File: src/rtl/approach_a_to_b_gen.sv
// approach_a_to_b_gen: steps A toward B coarse, then back fine, with a
// start/ack handshake and a one-hot control unit.
// Ports: Clk, Reset (sync, active-high), Start, Ack, Mode
//        Ain/Bin in; A result, Count steps, Flag fine-phase,
//        Ovf range error, Qi/Qc/Qf/Qd one-hot state.
module approach_a_to_b_gen #(
  parameter int WIDTH       = 12,
  parameter int COARSE_STEP = 100,
  parameter int FINE_STEP   = 10,
  parameter int CNT_W       = 8
) (
  input  logic             Clk,
  input  logic             Reset,
  input  logic             Start,
  input  logic             Ack,
  input  logic             Mode,
  input  logic [WIDTH-1:0] Ain,
  input  logic [WIDTH-1:0] Bin,
  output logic [WIDTH-1:0] A,
  output logic [CNT_W-1:0] Count,
  output logic             Flag,
  output logic             Ovf,
  output logic             Qi,
  output logic             Qc,
  output logic             Qf,
  output logic             Qd
);

  typedef enum logic [3:0] {
    S_INI    = 4'b0001,
    S_COARSE = 4'b0010,
    S_FINE   = 4'b0100,
    S_DONE   = 4'b1000
  } state_t;

  localparam logic [WIDTH:0] CS = (WIDTH+1)'(COARSE_STEP);
  localparam logic [WIDTH:0] FS = (WIDTH+1)'(FINE_STEP);

  state_t           state_q, state_d;
  logic [WIDTH-1:0] a_q, a_d;
  logic [WIDTH-1:0] b_q, b_d;
  logic             m_q, m_d;
  logic [CNT_W-1:0] cnt_q, cnt_d;
  logic             flag_q, flag_d;
  logic             ovf_q, ovf_d;

  logic [WIDTH:0]   a_x, up_c, up_f, dn_c, dn_f;
  logic [CNT_W-1:0] cnt_inc;

  // One extra bit: a set top bit means the step left [0, 2^WIDTH-1].
  assign a_x  = {1'b0, a_q};
  assign up_c = a_x + CS;
  assign up_f = a_x + FS;
  assign dn_c = a_x - CS;
  assign dn_f = a_x - FS;

  assign cnt_inc = (&cnt_q) ? cnt_q : cnt_q + 1'b1;

  always_ff @(posedge Clk) begin
    if (Reset) begin
      state_q <= S_INI;
      a_q     <= '0;
      b_q     <= '0;
      m_q     <= 1'b0;
      cnt_q   <= '0;
      flag_q  <= 1'b0;
      ovf_q   <= 1'b0;
    end else begin
      state_q <= state_d;
      a_q     <= a_d;
      b_q     <= b_d;
      m_q     <= m_d;
      cnt_q   <= cnt_d;
      flag_q  <= flag_d;
      ovf_q   <= ovf_d;
    end
  end

  always_comb begin
    state_d = state_q;
    a_d     = a_q;
    b_d     = b_q;
    m_d     = m_q;
    cnt_d   = cnt_q;
    flag_d  = flag_q;
    ovf_d   = ovf_q;
    unique case (state_q)
      S_INI: begin
        a_d    = Ain;
        b_d    = Bin;
        m_d    = Mode;
        cnt_d  = '0;
        flag_d = 1'b0;
        ovf_d  = 1'b0;
        if (Start) state_d = S_COARSE;
      end
      S_COARSE: begin
        if (a_q == b_q) begin
          state_d = S_DONE;
        end else if (!m_q) begin
          if (a_q < b_q) begin
            if (up_c[WIDTH]) begin
              ovf_d   = 1'b1;
              state_d = S_DONE;
            end else begin
              a_d   = up_c[WIDTH-1:0];
              cnt_d = cnt_inc;
            end
          end else if (dn_f[WIDTH]) begin
            ovf_d   = 1'b1;
            state_d = S_DONE;
          end else begin
            a_d     = dn_f[WIDTH-1:0];
            flag_d  = 1'b1;
            cnt_d   = cnt_inc;
            state_d = S_FINE;
          end
        end else begin
          if (a_q > b_q) begin
            if (dn_c[WIDTH]) begin
              ovf_d   = 1'b1;
              state_d = S_DONE;
            end else begin
              a_d   = dn_c[WIDTH-1:0];
              cnt_d = cnt_inc;
            end
          end else if (up_f[WIDTH]) begin
            ovf_d   = 1'b1;
            state_d = S_DONE;
          end else begin
            a_d     = up_f[WIDTH-1:0];
            flag_d  = 1'b1;
            cnt_d   = cnt_inc;
            state_d = S_FINE;
          end
        end
      end
      S_FINE: begin
        if (!m_q) begin
          if (a_q <= b_q) begin
            state_d = S_DONE;
          end else if (dn_f[WIDTH]) begin
            ovf_d   = 1'b1;
            state_d = S_DONE;
          end else begin
            a_d   = dn_f[WIDTH-1:0];
            cnt_d = cnt_inc;
          end
        end else begin
          if (a_q >= b_q) begin
            state_d = S_DONE;
          end else if (up_f[WIDTH]) begin
            ovf_d   = 1'b1;
            state_d = S_DONE;
          end else begin
            a_d   = up_f[WIDTH-1:0];
            cnt_d = cnt_inc;
          end
        end
      end
      S_DONE: begin
        if (Ack) state_d = S_INI;
      end
      default: state_d = S_INI;
    endcase
  end

  assign A     = a_q;
  assign Count = cnt_q;
  assign Flag  = flag_q;
  assign Ovf   = ovf_q;
  assign Qi    = (state_q == S_INI);
  assign Qc    = (state_q == S_COARSE);
  assign Qf    = (state_q == S_FINE);
  assign Qd    = (state_q == S_DONE);

endmodule
File: config.mk
export PLATFORM = sky130hd
export DESIGN_NAME = approach_a_to_b_gen
export DESIGN_NICKNAME = d
export VERILOG_FILES = /design/src/rtl/approach_a_to_b_gen.sv
export SDC_FILE = /design/constraint.sdc
export NUM_CORES = 1
export LEC_CHECK = 0
export BUFFER_PORTS_ARGS = -buffer_cell sky130_fd_sc_hd__buf_4
export CELL_PAD_IN_SITES_DETAIL_PLACEMENT = 1
export CELL_PAD_IN_SITES_GLOBAL_PLACEMENT = 1
export CORE_UTILIZATION = 40
export DETAILED_ROUTE_END_ITERATION = 16
export PLACE_DENSITY = 0.9
export SETUP_SLACK_MARGIN = 0.05
export SLEW_MARGIN = 0
export SYNTH_ARGS = -nofsm -noshare
export SYNTH_HDL_FRONTEND = slang
export SYNTH_SLANG_ARGS = --single-unit
File: constraint.sdc
create_clock -name Clk -period 8.4 [get_ports Clk]
set_clock_uncertainty 0.2 [all_clocks]
set_input_delay 0 -clock Clk [delete_from_list [all_inputs] [get_ports Clk]]
set_output_delay 0 -clock Clk [all_outputs]
set_load 0.03 [all_outputs]
==> results.yml <==
clock_network:
  htreeDepth: 2
  clkSinkCount: 39
  cts_buffer_depth: 2
  clock_latency_ns: 0.31
  ctsResizeCount: 0
  tritoncts: "done"
  cts_made_buffers: 5
  root_buffer: "clkbuf_8"
  clk_pin_slew_ns: 0.08
hold_path:
  min_path_cells: 4
  min_to: "A[7]"
  hold_class: "in2reg"
  hp-start: "Ain[7]"
die:
  die_h_um: 96.15
  core_area_sq_um: 8382
  die_w_um: 96.15
  start_util_pct: 42.30
  io_pins: 55
  fp-row-count: 33
  die_area_sq_um: 9245
placement:
  dpl.hpwl_mm: 8.709
  port_buffers: 54
  dp_slack_ns: 3.967
  gp_congestion: 0.9046
sta:
  report.final.slew_viol_count: 0
  final-hold-violation-count: 0
  maxSlewHeadroom_pct: 19.74
  fmax_mhz: 215.6
  finalWorstSetupSlack_ns: 3.761
  rsz0062_at_grt: "no"
  layout_min_cycle_time_ns: 4.639
  worst_slew_pin_slew_ns: 1.170
  post-route-period-util_pct: 55.22
  fin_tns_setup_ns: 0
  report.final.setup_viol: 0
synth:
  synth_fa_ha_area_share_pct: 6.704
  ys.flop_type: "dfxtp_1"
  synth_seq_cells: 39
  ys_warn_count: 0
  synth_compound_area_share_pct: 26.78
  synth_xor_area_share_pct: 4.199
  async_reset_ff_share_pct: 0
  synth_fp_nets: 547
  postSynthCellCount: 499
  synthSimpleGateAreaFrac_pct: 31.72
  seq_area_frac_synth_pct: 22.02
  synthMuxAreaShare_pct: 2.011
  synth_enable_flop_cells: 0
  synth_cell_type_count: 66
  synth.avg_cell_area_sq_um: 7.106
  syn_area_sq_um: 3546
  synth_top_family_by_area: "simple AND/OR/NAND/NOR gates"
worst_setup_path:
  worstPathMaxFanout: 26
  crit_type: "reg2reg"
  cp.required_ns: 8.41
  r2r-end: "A[10]"
  cp.arrival_ns: 4.65
  crit_path_start_kind: "flop"
  rr_startpoint: "A[11]"
  endpoint_kind: "flop"
  rrSetupSlack_ns: 3.76
  worstRegToRegCells: 8
pwr:
  p_leak_nw: 1.727
  irDropWorstVdd_mv: 0.2296
  power_density_nw_per_um2: 381.1
routing:
  antenna_left: 0
  viasPerCell: 6.245
  drt_wl_total_mm: 13.36
  wl_per_cell_um: 19.94
  first_pass_iters: 6
  drc: 0
  dr_total_vias: 4184
  drt_iter0_markers: 324
global_route:
  grt_max_degree: 47
  grt_pass1_vias: 4398
  grt_remaining_overflow: 0
  grt_pass1_wl_mm: 21.51
  antenna_found_initial: 0
  grt_usage_pct: 30.20
cells_and_area:
  antenna_cells: 0
  nets: 612
  drive_above_1_share_pct: 16.11
  syn2layout_area_growth_pct: 25.09
job:
  maxCapViolations: 0
run_status:
  outcome: "completed"
-- worst max-delay path by stage --
stage	from	to	slack, ns	cells past startpoint
after global routing	A[9]	A[10]	3.61	8
final	A[11]	A[10]	3.76	8
after CTS	A[5]	A[10]	3.93	9
after detailed placement	A[5]	A[4]	3.97	9
after floorplan	A[1]	Count[4]	5.26	11
after global placement	A[5]	A[4]	4.15	9
-- power by group --
group          total (mW)  internal [mW]  switching [mW]
Combinational        1.14          0.407           0.731
Clock               0.175         0.0964          0.0787
Sequential          0.376          0.243           0.134
-- through the flow --
step / total power, mW / cell area [sq um] / std cells / util (%) / hold slack [ns]
floorplan: 1.161 / 3546 / 499 / - / -0.06404
global placement: 1.401 / 3968 / 627 / 47.34 / 0.04509
detailed placement: 1.448 / 3968 / 627 / 47.34 / 0.05587
CTS: 1.654 / 4436 / 670 / 52.92 / 0.006803
global route: 1.795 / 4436 / 670 / 52.92 / 0.01954
finish: 1.690 / 4436 / 670 / 52.92 / 0.03054
-- worst max-delay path, stage by stage, from the launching register on --
cell	delay (ns)
dfxtp_1	0.70
ha_1	0.36
nand4_1	0.24
a21oi_1	0.13
nor3_2	0.86
mux2i_1	0.28
or4_1	1.10
or3_1	0.56
o32ai_1	0.11
-- Yosys cell counts (3+ instances only) --
cell      count  area share (%)
nand2_1      61             6.5
nor2_1       50             5.3
a21oi_1      41             5.8
dfxtp_1      39              22
nand3_1      27             3.8
clkbuf_1     26             2.8
o21ai_0      22             3.1
nor3_1       20             2.8
ha_1         19             6.7
inv_1        18             1.9
a31oi_1      11             1.9
nand2b_1      9             1.6
o211ai_1      9             1.9
xnor2_1       9             2.2
nor2b_1       8             1.4
o22ai_1       8             1.4
or3_1         8             1.4
xor2_1        8             2.0
a211oi_1      6             1.3
mux2i_1       6             1.7
nand4_1       6             1.1
a311oi_1      5             1.2
buf_2         5            0.71
nand3b_1      5             1.1
nor4_1        5            0.88
o32ai_1       5             1.2
and2_1        3            0.53
buf_1         3            0.32
nor4_2        3             1.1
o221ai_1      3            0.74
o41ai_2       3             1.4
or2_2         3            0.53
-- metal layers --
| layer | part of all wire (%) | global-route usage (%) |
|---|---|---|
| met1 | 42 | 35.86 |
| met2 | 49 | 54.14 |
| met3 | 5.7 | 4.976 |
| met4 | 2.6 | 10.95 |
| met5 | 0 | 0 |
-- registers in the layout, indices dropped and copies added (netlist names) --
| name | count |
|---|---|
| A | 12 |
| b_q | 12 |
| Count | 8 |
| state_q | 4 |
| Flag | 1 |
| Ovf | 1 |
| m_q | 1 |
-- final cells by class --
cell class	instances	area (sq um)
flip-flops and latches	39	780.7
inverters	20	80.08
clock inverters	2	35.03
repair buffers	94	793.3
well taps	105	131.4
clock buffers	6	82.58
multi-input cells	404	2532
fillers	1082	3946
-- placed cells by master, fill, tap and decap left out, drive strengths merged, types with 5 or more instances in the layout --
cell and instances:
nand2 62, inv 18, o32ai 5, a21oi 41, nor2b 8, a311oi 5
dlygate4sd3 35, ha 19, nor3 21, nand3 27, o21ai 23, xnor2 9
mux2i 6, o22ai 8, nand2b 9, clkbuf 6, a211oi 7, nand4 6
dfxtp 39, nand3b 5, or3 8, nor4 8, nor2 52, o211ai 11
a31oi 11, xor2 8, buf 59
-- cells by family after synthesis --
family | Yosys count
adder cells (fa/ha/maj) | 19
buffers and inverters | 56
AND/OR/NAND/NOR | 223
XOR/XNOR | 17
AO/OA/AOI/OAI | 138
flip-flops | 39
multiplexers | 7
-- timing repair --
action | 4_1_cts | 5_1_grt
hold buffers | 35 | 0
endpoints found under the hold margin | 28 | 0
endpoints found under the setup margin | 0 | 0
buffers inserted | 0 | 0
Note: power is estimated with default switching activity, not from simulation.
